<file path="src/rtl/upload_reader.sv">
// upload_reader
// Serves hps_io upload reads (NVRAM / hiscore save) from a core RAM that is
// shared with the core CPU. The CPU is asked to pause while an upload session
// is active. Each read is issued to the RAM only after the core acknowledges
// the pause. The returned byte is held on ioctl_din until the next read
// completes.
//
// Ports
//   clk_sys      : system clock
//   reset_n      : synchronous, active-low reset
//   ioctl_upload : hps_io upload session active
//   ioctl_rd     : one-cycle read strobe from hps_io
//   ioctl_addr   : byte address of the read (25 bits)
//   ioctl_din    : read data returned to hps_io
//   ioctl_wait   : high while a read is outstanding
//   cpu_pause    : request for the core CPU to halt RAM access
//   pause_ack    : core confirms the CPU is halted
//   ram_addr     : RAM read address
//   ram_rd       : one-cycle RAM read enable
//   ram_q        : RAM read data
module upload_reader #(
  parameter int ADDR_W  = 10,
  parameter int SIZE    = 1024,
  parameter int RAM_LAT = 1
) (
  input  logic              clk_sys,
  input  logic              reset_n,
  input  logic              ioctl_upload,
  input  logic              ioctl_rd,
  input  logic [24:0]       ioctl_addr,
  output logic [7:0]        ioctl_din,
  output logic              ioctl_wait,
  output logic              cpu_pause,
  input  logic              pause_ack,
  output logic [ADDR_W-1:0] ram_addr,
  output logic              ram_rd,
  input  logic [7:0]        ram_q
);

  typedef enum logic [2:0] {
    S_IDLE     = 3'd0,
    S_WAIT_ACK = 3'd1,
    S_ISSUE    = 3'd2,
    S_LAT      = 3'd3,
    S_DONE     = 3'd4
  } state_t;

  // The range check uses the full 25-bit address so that high address bits
  // never alias into the RAM.
  localparam logic [24:0] SIZE_W   = 25'(SIZE);
  localparam logic [1:0]  LAT_LAST = 2'(RAM_LAT - 1);

  state_t              state_r;
  logic [24:0]         cap_r;
  logic                oor_r;
  logic [1:0]          cnt_r;
  logic [7:0]          din_r;
  logic                wait_r;
  logic                pause_r;
  logic [ADDR_W-1:0]   addr_r;
  logic                rd_r;
  logic                in_range_s;

  assign in_range_s = (cap_r < SIZE_W);

  assign ioctl_din  = din_r;
  assign ioctl_wait = wait_r;
  assign cpu_pause  = pause_r;
  assign ram_addr   = addr_r;
  assign ram_rd     = rd_r;

  // Read sequencer: pause tracking, address capture, RAM issue and data return.
  always_ff @(posedge clk_sys) begin
    if (!reset_n) begin
      state_r <= S_IDLE;
      cap_r   <= 25'd0;
      oor_r   <= 1'b0;
      cnt_r   <= 2'd0;
      din_r   <= 8'h00;
      wait_r  <= 1'b0;
      pause_r <= 1'b0;
      addr_r  <= '0;
      rd_r    <= 1'b0;
    end else begin
      // cpu_pause follows the upload flag one cycle late, so the RAM is
      // never read in a cycle where the pause request is low.
      pause_r <= ioctl_upload;
      // ram_rd is a single-cycle pulse; only ISSUE raises it.
      rd_r    <= 1'b0;
      if (!ioctl_upload) begin
        // Session ended: drop any outstanding read, keep the last data.
        state_r <= S_IDLE;
        wait_r  <= 1'b0;
      end else begin
        case (state_r)
          S_IDLE: begin
            if (ioctl_rd) begin
              cap_r   <= ioctl_addr;
              wait_r  <= 1'b1;
              state_r <= pause_ack ? S_ISSUE : S_WAIT_ACK;
            end else begin
              state_r <= S_IDLE;
            end
          end
          S_WAIT_ACK: begin
            if (pause_ack) begin
              state_r <= S_ISSUE;
            end else begin
              state_r <= S_WAIT_ACK;
            end
          end
          S_ISSUE: begin
            if (in_range_s) begin
              rd_r    <= 1'b1;
              addr_r  <= cap_r[ADDR_W-1:0];
              cnt_r   <= 2'd0;
              oor_r   <= 1'b0;
              state_r <= S_LAT;
            end else begin
              // Out of range: no RAM access, 0xFF is returned from DONE.
              oor_r   <= 1'b1;
              state_r <= S_DONE;
            end
          end
          S_LAT: begin
            // Pause acknowledge is deliberately ignored here; once the
            // read is issued it always completes.
            if (cnt_r == LAT_LAST) begin
              state_r <= S_DONE;
            end else begin
              cnt_r   <= cnt_r + 2'd1;
            end
          end
          S_DONE: begin
            din_r   <= oor_r ? 8'hFF : ram_q;
            wait_r  <= 1'b0;
            state_r <= S_IDLE;
          end
          default: begin
            wait_r  <= 1'b0;
            state_r <= S_IDLE;
          end
        endcase
      end
    end
  end

endmodule

</file>
<file path="config.mk">
export PLATFORM = sky130hd
export DESIGN_NAME = upload_reader
export DESIGN_NICKNAME = d
export VERILOG_FILES = /design/src/rtl/upload_reader.sv
export SDC_FILE = /design/constraint.sdc
export NUM_CORES = 1
export LEC_CHECK = 0
export BUFFER_PORTS_ARGS = -buffer_cell sky130_fd_sc_hd__buf_2
export CELL_PAD_IN_SITES_DETAIL_PLACEMENT = 1
export CELL_PAD_IN_SITES_GLOBAL_PLACEMENT = 2
export CORE_UTILIZATION = 33
export CTS_BUF_LIST = sky130_fd_sc_hd__clkbuf_8
export DETAILED_ROUTE_END_ITERATION = 7
export GPL_TIMING_DRIVEN = 0
export PLACE_DENSITY_LB_ADDON = 0.2
export SLEW_MARGIN = 20
export SYNTH_ARGS = -nofsm -noshare
export SYNTH_HDL_FRONTEND = slang
export SYNTH_SLANG_ARGS = --single-unit
</file>
<file path="constraint.sdc">
create_clock -name clk_sys -period 2.65 [get_ports clk_sys]
set_input_delay 0.1325 -clock clk_sys [delete_from_list [all_inputs] [get_ports clk_sys]]
set_output_delay 0.1325 -clock clk_sys [all_outputs]
set_load 0.05 [all_outputs]
</file>
==> flow_summary.yaml, run 1 <==
clock_tree:
  cts_tree: "built"
  cts.sinks: 52
  cts_root_buffer: "clkbuf_8"
  cts_buffer_depth: 2
  cts_buffers: 5
  clock_latency_ns: 0.31
  post-cts-setup-buffers: 0
  ctsResizeCount: 0
  clkTransAtPathRegs_ns: 0.10
  htreeDepth: 2
  cts-hold-fix-buffers: 0
global_route:
  track_usage_pct: 16.8
  grt_max_degree: 17
  first_global_vias: 1708
  grt_antenna_before_repair: 0
  grt_pass1_wl_um: 8180
  grt-ovfl-total: 0
timing:
  rsz0062_at_grt: "no"
  fin_setup_tns_ns: 0
  period_needed_ns: 1.73
  hold_viol: 0
  setup_violations: 0
  timing.final.crit_share_pct: 65.5
  maxSlewViolCount: 0
  skew_ns: 0.0140
  fmax_ghz: 0.576
  worst_slew_pin_slew_ns: 0.548
  relSlewSlack_pct: 63.5
floorplanning:
  die_h_um: 80.5
  die_x_um: 80.5
  start_util_pct: 34.4
  io_pins: 59
  die_area_um2: 6480
  coreArea_um2: 5920
  row_count: 28
worst_setup_path:
  path_cells: "nor4_2 > nand4_2 > nor3_2 > buf_6 > mux2i_1"
  regToRegSetupSlack_ns: 0.92
  reg2reg_depth: 5
  slowest_delay_ns: 0.37
  slowest_stage: "nor4_2"
  arrival_ns: 1.97
  r2r-end: "ram_addr[7]"
  setup.worst_path.start: "cap_r[22]"
  worst-path-max-fanout: 10
  cp.required_ns: 2.88
  end_kind: "flop"
  start_kind: "flop"
  crit-reg2reg-launch: "cap_r[22]"
  crit_type: "flop to flop"
yosys:
  yosys_register_bits: 52
  syn_area_um2: 2030
  synthFlopType: "dfxtp_1"
  synth.yosys.seq_area_share_pct: 51.2
  avgSynthCellArea_um2: 8.41
  ys_warn_count: 0
  synth_cells: 242
  synth.net_count: 281
  synth-edff-count: 0
  synth_cell_types: 31
  ys_async_sr_fraction_pct: 0
finish:
  utilization_pct: 42.4
  drive_gt1_share_pct: 25.4
  final_cells: 382
  fin_nets: 345
  area_delta_synth_final_pct: 23.4
  num_antenna_cells: 0
worst_hold_path:
  min_to: "cap_r[3]"
  hold_start: "ioctl_addr[3]"
  min-delay-path-class: "input port to flop"
  whs_path_depth: 3
power:
  pwr-share-clk_pct: 33.2
  p_comb_share_pct: 10.5
  power.share.switching_pct: 25.8
  p_int_mw: 1.08
  power_density_nw_per_um2: 579
  finalPower_mw: 1.45
  seqPwrFrac_pct: 56.4
  p_switching_mw: 0.375
  p_leak_nw: 1.05
  ir_drop_uv: 233
drt:
  totalWireLength_um: 4990
  drt_iter0_markers: 59
  detail-route-antenna-nets: 0
  avgViaCountPerCell: 4.68
  drc_errors: 0
  routedWlPerCell_um: 13.1
  vias: 1788
  drtPass1Iterations: 4
placed_design:
  gp_congestion: 0.707
  numPortBuffers: 57
  placed_cells: 374
  hpwlAfterDp_um: 3700
status:
  status: "complete, no violations"
run:
  drv_cap: 0
==> how the worst max path moves through the flow <==
stage / end / slack, ns / cells after the start
final: ram_addr[7] / 0.92 / 5
after global routing: ram_addr[8] / 0.71 / 5
after floorplan: ram_addr[1] / 1.21 / 5
after detailed placement: ram_addr[7] / 0.87 / 5
after global placement: ram_addr[9] / 0.99 / 5
after CTS: ram_addr[7] / 0.84 / 5
==> stage by stage <==
| step | hold WS, ns | cell area (µm²) | setup WS, ns |
|---|---|---|---|
| after CTS | 0.0347 | 2510 | 0.842 |
| after detailed placement | 0.372 | 2410 | 0.871 |
| after floorplan | 0.250 | 2030 | 1.21 |
| final | 0.0421 | 2510 | 0.915 |
| after global routing | 0.0450 | 2510 | 0.708 |
| after global placement | 0.351 | 2410 | 0.992 |
==> layer usage <==
metal	global-route usage [%]	wire [µm]	up-vias	part of all wire, %
li1	-	-	933	-
met1	21.6	2410	812	48
met2	26.8	2270	36	45
met3	4.77	251	7	5.0
met4	5.36	62	0	1.2
met5	0	0	-	0
==> cell type report <==
class	instances	area, µm²
plain buffers	16	73.8
clock buffers	6	82.6
clock inverters	2	13.8
fillers	751	3410
inverters	5	18.8
multi-input cells	169	901
flip-flops and latches	52	1040
well taps	75	93.8
repair buffers	57	285
==> worst max-delay path, delay by kind of cell (launching register included) <==
family / cells / cell delay, ns
simple gates: 3 / 0.85
flops: 1 / 0.34
buf+inv: 1 / 0.23
mux: 1 / 0.22
==> power groups by stage <==
stage	logic [mW]	clock network (mW)	registers (mW)
finish	0.152	0.482	0.819
floorplan	0.0869	0	0.845
CTS	0.157	0.507	0.820
global route	0.173	0.530	0.823
detailed placement	0.156	0	0.838
global placement	0.153	0	0.837
==> synth_stat cells (2+ instances only) <==
cell      instances  area share (%)
a211o_1           2            0.86
a211oi_1          8             3.0
a21oi_1          27             6.6
and3_1            3            0.92
buf_2             5             1.2
clkbuf_1          9             1.7
dfxtp_1          52              51
inv_1             4            0.74
mux2i_1          10             4.9
nand2_1          73              13
nor2_1           23             4.2
nor3_1            3            0.74
nor4_2            2             1.2
nor4_4            2             2.1
o21ai_0           3            0.74
==> state kept, by name (all words and copies together) (netlist names) <==
register    count
cnt_r           2
cpu_pause       1
oor_r           1
cap_r          25
ram_rd          1
ram_addr       10
ioctl_wait      1
ioctl_din       8
state_r         3
==> kinds of logic after synthesis <==
group,count (synthesis),share of synthesized area (%)
buf+inv,21,4.55
simple gates,114,26.0
compound gates,44,12.8
mux,10,4.92
flops,52,51.2
fa+ha+maj,1,0.615
==> layout by cell type (no fill, tap or decap), drive strengths merged, types with 6 or more instances in the layout <==
cell	synthesis	final
a211oi	8	8
a21oi	27	27
buf	7	64
clkbuf	9	15
dfxtp	52	52
inv	5	6
mux2i	10	10
nand2	73	73
nor2	23	23
(Power assumes the default switching activity.)
==> inputs of run 2 (changes only) <==
--- a/config.mk
+++ b/config.mk
@@ -8,7 +8,7 @@
 export BUFFER_PORTS_ARGS = -buffer_cell sky130_fd_sc_hd__buf_2
 export CELL_PAD_IN_SITES_DETAIL_PLACEMENT = 1
 export CELL_PAD_IN_SITES_GLOBAL_PLACEMENT = 2
-export CORE_UTILIZATION = 33
+export CORE_UTILIZATION = 30
 export CTS_BUF_LIST = sky130_fd_sc_hd__clkbuf_8
 export DETAILED_ROUTE_END_ITERATION = 7
 export GPL_TIMING_DRIVEN = 0
==> constraint.sdc (replaced) <==
create_clock -name clk_sys -period 1.6 [get_ports clk_sys]
set_input_delay 0.08 -clock clk_sys [delete_from_list [all_inputs] [get_ports clk_sys]]
set_output_delay 0.08 -clock clk_sys [all_outputs]
set_load 0.05 [all_outputs]
==> flow_summary.yaml, run 2 (synthesized netlist as in run 1, its figures left out) <==
status:
  status: "complete, but fails checks"
  violations: "design-rule violations"
placed_design:
  placed_cells: 376
  gp_congestion: 0.655
  hpwlAfterDp_um: 3680
  numPortBuffers: 57
finish:
  seq_area_um2: 1040
  num_antenna_cells: 0
  final_cells: 389
  area_delta_synth_final_pct: 27.9
  fin_nets: 351
  drive_gt1_share_pct: 27.6
  multi_input_area_um2: 930
  final_cell_mix: "73 x nand2_1, 61 x buf_2, 50 x dfxtp_1, 27 x a21oi_1, 23 x nor2_1"
  final_common_cell: "nand2_1"
  regMostFlops: "cap_r"
  largest_register_ffs: 25
  fill_cells: 823
power:
  power.share.switching_pct: 24.5
  p_comb_share_pct: 11.8
  p_int_mw: 1.84
  pwr-share-clk_pct: 32.5
  finalPower_mw: 2.44
  p_leak_nw: 1.09
  p_switching_mw: 0.600
  power_density_nw_per_um2: 939
  seqPwrFrac_pct: 55.7
  ir_drop_uv: 335
timing:
  maxSlewViolCount: 0
  relSlewSlack_pct: 65.6
  timing.final.crit_share_pct: 99.8
  setup_violations: 0
  worst_slew_pin_slew_ns: 0.516
  hold_viol: 0
  rsz0062_at_grt: "yes"
  period_needed_ns: 1.60
  fin_setup_tns_ns: 0
  skew_ns: 0.00737
  fmax_ghz: 0.626
global_route:
  track_usage_pct: 15.0
  grt_max_degree: 15
  grt_pass1_wl_um: 8520
  grt_antenna_before_repair: 0
  grt-ovfl-total: 0
  first_global_vias: 1843
worst_hold_path:
  min-delay-path-class: "input port to flop"
  whs_path_depth: 3
run:
  drv_cap: 0
clock_tree:
  cts.sinks: 52
  clkTransAtPathRegs_ns: 0.09
  cts_tree: "built"
  cts_buffers: 5
  cts_buffer_depth: 2
  cts_root_buffer: "clkbuf_8"
  clock_latency_ns: 0.30
  htreeDepth: 2
worst_setup_path:
  start_kind: "flop"
  path_cells: "nor4_4 > nand4_4 > nor3_4 > buf_6 > mux2i_1"
  end_kind: "flop"
  worst-path-max-fanout: 5
  slowest_stage: "nor4_4"
  arrival_ns: 1.83
  crit_type: "flop to flop"
  reg2reg_depth: 5
  slowest_delay_ns: 0.35
  cp.required_ns: 1.83
drt:
  detail-route-antenna-nets: 0
  drt_iter0_markers: 54
  drc_errors: 1
  vias: 1850
  avgViaCountPerCell: 4.76
  totalWireLength_um: 5060
  drtPass1Iterations: 8
  routedWlPerCell_um: 13.0
floorplanning:
  die_x_um: 84.4
  die_h_um: 84.4
  io_pins: 59
  coreArea_um2: 6460
  row_count: 29
  die_area_um2: 7110
  start_util_pct: 31.5
[run 2: area by class of cell]
| cell class | count | area share, % |
|---|---|---|
| Sequential cell | 52 | 40.1 |
| Tap cell | 77 | 3.70 |
| Multi-Input combinational cell | 169 | 35.7 |
| Buffer | 16 | 3.03 |
| Inverter | 5 | 0.721 |
| Timing Repair Buffer | 63 | 13.0 |
| Clock buffer | 7 | 3.70 |
[run 2: per-stage QoR]
stage	hold WS [ns]	util [%]	worst slack, ns	area (µm²)
5_1_grt	0.00740	40.3	-0.112	2600
4_1_cts	0.00828	39.6	0.000441	2560
3_5_place_dp	0.315	37.4	-0.0855	2420
6_report	0.0142	40.3	0.00278	2600
2_1_floorplan	0.198	-	0.163	2030
3_3_place_gp	0.307	37.4	-0.0816	2420
[run 2: power groups by stage]
stage / Clock [mW] / Sequential, mW / Combinational, mW
finish: 0.795 / 1.36 / 0.289
global route: 0.879 / 1.37 / 0.324
CTS: 0.830 / 1.36 / 0.272
detailed placement: 0 / 1.39 / 0.256
global placement: 0 / 1.39 / 0.254
floorplan: 0 / 1.40 / 0.144
[run 2: repair_timing]
item                       CTS  global route
hold buffers                 1             1
gates resized for setup      4             9
pin swaps                    2             4
buffers inserted             1             2
gates cloned                 1             0
hold endpoints to repair     1             1
setup endpoints to repair   10            35
[run 2: final timing paths]
path | start | endpoint | slack, ns
worst max-delay path | cap_r[15] | ram_addr[4] | 0.003
worst min register to register | ram_addr[3] | ram_addr[3] | 0.46
worst max register to register | cap_r[15] | ram_addr[4] | 0.003
worst min-delay path | ioctl_addr[18] | cap_r[18] | 0.01
[run 2: worst max-delay path, delay by kind of cell, from the launching register on]
kind | cells | cell delay (ns)
flip-flops | 1 | 0.34
AND/OR/NAND/NOR | 3 | 0.81
multiplexers | 1 | 0.19
buffers and inverters | 1 | 0.18
[run 2: per-layer routing]
metal / GRT usage, % / vias to the layer above / share of wire [%]
met4: 4.16 / 0 / 1.1
li1: - / 946 / -
met5: 0 / - / 0
met2: 25.6 / 35 / 46
met1: 19.2 / 862 / 50
met3: 3.15 / 7 / 3.6
==> inputs of run 3 (changes only) <==
--- a/config.mk
+++ b/config.mk
@@ -6,8 +6,10 @@
 export NUM_CORES = 1
 export LEC_CHECK = 0
 export BUFFER_PORTS_ARGS = -buffer_cell sky130_fd_sc_hd__buf_2
+export CAP_MARGIN = 15
 export CELL_PAD_IN_SITES_DETAIL_PLACEMENT = 1
 export CELL_PAD_IN_SITES_GLOBAL_PLACEMENT = 2
+export CORE_ASPECT_RATIO = 0.9
 export CORE_UTILIZATION = 30
 export CTS_BUF_LIST = sky130_fd_sc_hd__clkbuf_8
 export DETAILED_ROUTE_END_ITERATION = 7
==> flow_summary.yaml, run 3 (synthesized netlist as in run 1, its figures left out) <==
floorplanning:
  io_pins: 59
  die_x_um: 88.8
  coreArea_um2: 6550
  die_h_um: 80.1
  die_area_um2: 7120
  start_util_pct: 31.1
  row_count: 28
status:
  status: "complete, but fails checks"
  violations: "negative setup slack"
drt:
  drc_errors: 0
  drtPass1Iterations: 4
  drt_iter0_markers: 48
  vias: 1858
  avgViaCountPerCell: 4.57
  totalWireLength_um: 5290
  routedWlPerCell_um: 13.0
  detail-route-antenna-nets: 0
worst_setup_path:
  regToRegSetupSlack_ns: -0.003
  start_kind: "flop"
  setup.worst_path.start: "cap_r[15]"
  cp.required_ns: 1.83
  r2r-end: "ram_addr[2]"
  arrival_ns: 1.83
  crit_end: "ram_addr[2]"
  crit_type: "flop to flop"
  end_kind: "flop"
  worst-path-max-fanout: 5
  reg2reg_depth: 5
  crit-reg2reg-launch: "cap_r[15]"
power:
  p_leak_nw: 1.10
  ir_drop_uv: 286
  power_density_nw_per_um2: 918
run:
  drv_cap: 0
finish:
  regMostFlops: "cap_r"
  num_antenna_cells: 0
  area_delta_synth_final_pct: 30.3
  fin_nets: 355
  largest_register_ffs: 25
  drive_gt1_share_pct: 27.8
  utilization_pct: 40.5
  final_common_cell: "nand2_1"
  final_cell_mix: "73 x nand2_1, 61 x buf_2, 50 x dfxtp_1, 27 x a21oi_1, 23 x nor2_1"
  fill_cells: 853
clock_tree:
  cts_tree: "built"
  cts.sinks: 52
  cts_buffer_depth: 2
  clock_latency_ns: 0.30
  cts_root_buffer: "clkbuf_8"
  htreeDepth: 2
  cts_buffers: 5
  clkTransAtPathRegs_ns: 0.09
global_route:
  grt-ovfl-total: 0
  track_usage_pct: 15.7
  grt_max_degree: 16
  grt_antenna_before_repair: 0
  grt_pass1_wl_um: 8450
  first_global_vias: 1797
worst_hold_path:
  hold_start: "ioctl_addr[8]"
  min-delay-path-class: "input port to flop"
timing:
  worst_slew_pin_slew_ns: 0.554
  maxSlewViolCount: 0
  setup_violations: 1
  relSlewSlack_pct: 63.1
  skew_ns: 0.00472
  fmax_ghz: 0.624
  period_needed_ns: 1.60
  timing.final.crit_share_pct: 100
  worst_slack_ns: -0.00346
  rsz0062_at_grt: "yes"
  hold_viol: 0
placed_design:
  gp_congestion: 0.719
  dp_slack_ns: -0.145
  hpwlAfterDp_um: 3780
  numPortBuffers: 57
-- run 3: cell types whose count changed in the layout (fill, tap and decap cells not counted), sizes merged --
cell / change
clkinvlp: +1
dlygate4sd3: +2
buf: +2
clkbuf: -1
inv: +1
-- run 3: routing by layer --
| metal | vias to the layer above | routed length (µm) | global-route usage [%] |
|---|---|---|---|
| li1 | 952 | - | - |
| met1 | 863 | 2660 | 20.3 |
| met2 | 38 | 2350 | 25.8 |
| met3 | 5 | 202 | 2.88 |
| met4 | 0 | 77 | 6.29 |
| met5 | - | 0 | 0 |
-- run 3: area by class of cell --
type,instances,area (µm²),area share [%]
sequential,52,1040,39.4
multi-input combinational,169,930,35.1
timing repair buffer,67,374,14.1
tap,90,113,4.25
clock buffer,6,82.6,3.11
buffer,16,78.8,2.97
inverter,5,18.8,0.708
clock inverter,2,11.3,0.425
-- run 3: stage by stage --
| step | setup TNS, ns | instances | power, mW | hold slack [ns] | cell area, µm² |
|---|---|---|---|---|---|
| final | -0.00346 | 407 | 2.43 | 0.0112 | 2650 |
| after global routing | -0.962 | 407 | 2.56 | 0.000265 | 2650 |
| after CTS | 0 | 404 | 2.46 | 0.00000921 | 2620 |
| after detailed placement | -1.15 | 389 | 1.65 | 0.310 | 2430 |
| after global placement | -0.668 | 389 | 1.64 | 0.300 | 2430 |
| after floorplan | 0 | 242 | 1.54 | 0.198 | 2030 |
-- run 3: critical path, stage by stage, from the launching register on --
cell and delay, ns:
dfxtp_2 0.35, nor4_4 0.33, nand4_2 0.20, nor3_4 0.29, buf_6 0.18, mux2i_1 0.18
-- run 3: worst min path at each step --
stage	to	slack, ns	depth (start not counted)
global route	cap_r[13]	0.0003	3
global placement	state_r[1]	0.30	2
detailed placement	state_r[1]	0.31	2
floorplan	state_r[1]	0.20	1
finish	cap_r[8]	0.01	3
CTS	cap_r[8]	0.000009	3
-- run 3: what timing repair did --
item | 4_1_cts | 5_1_grt
endpoints found under the hold margin | 3 | 1
gates cloned | 1 | 0
gates resized for setup | 5 | 8
hold buffers | 3 | 1
pin swaps | 2 | 4
setup endpoints to repair | 10 | 26
buffers inserted | 3 | 2
-- run 3: where the power goes --
part | switching (mW) | internal [mW] | total, mW | leakage (nW)
Clock | 0.425 | 0.346 | 0.771 | 0.0486
Combinational | 0.167 | 0.133 | 0.300 | 0.631
Sequential | 0.0288 | 1.33 | 1.36 | 0.423
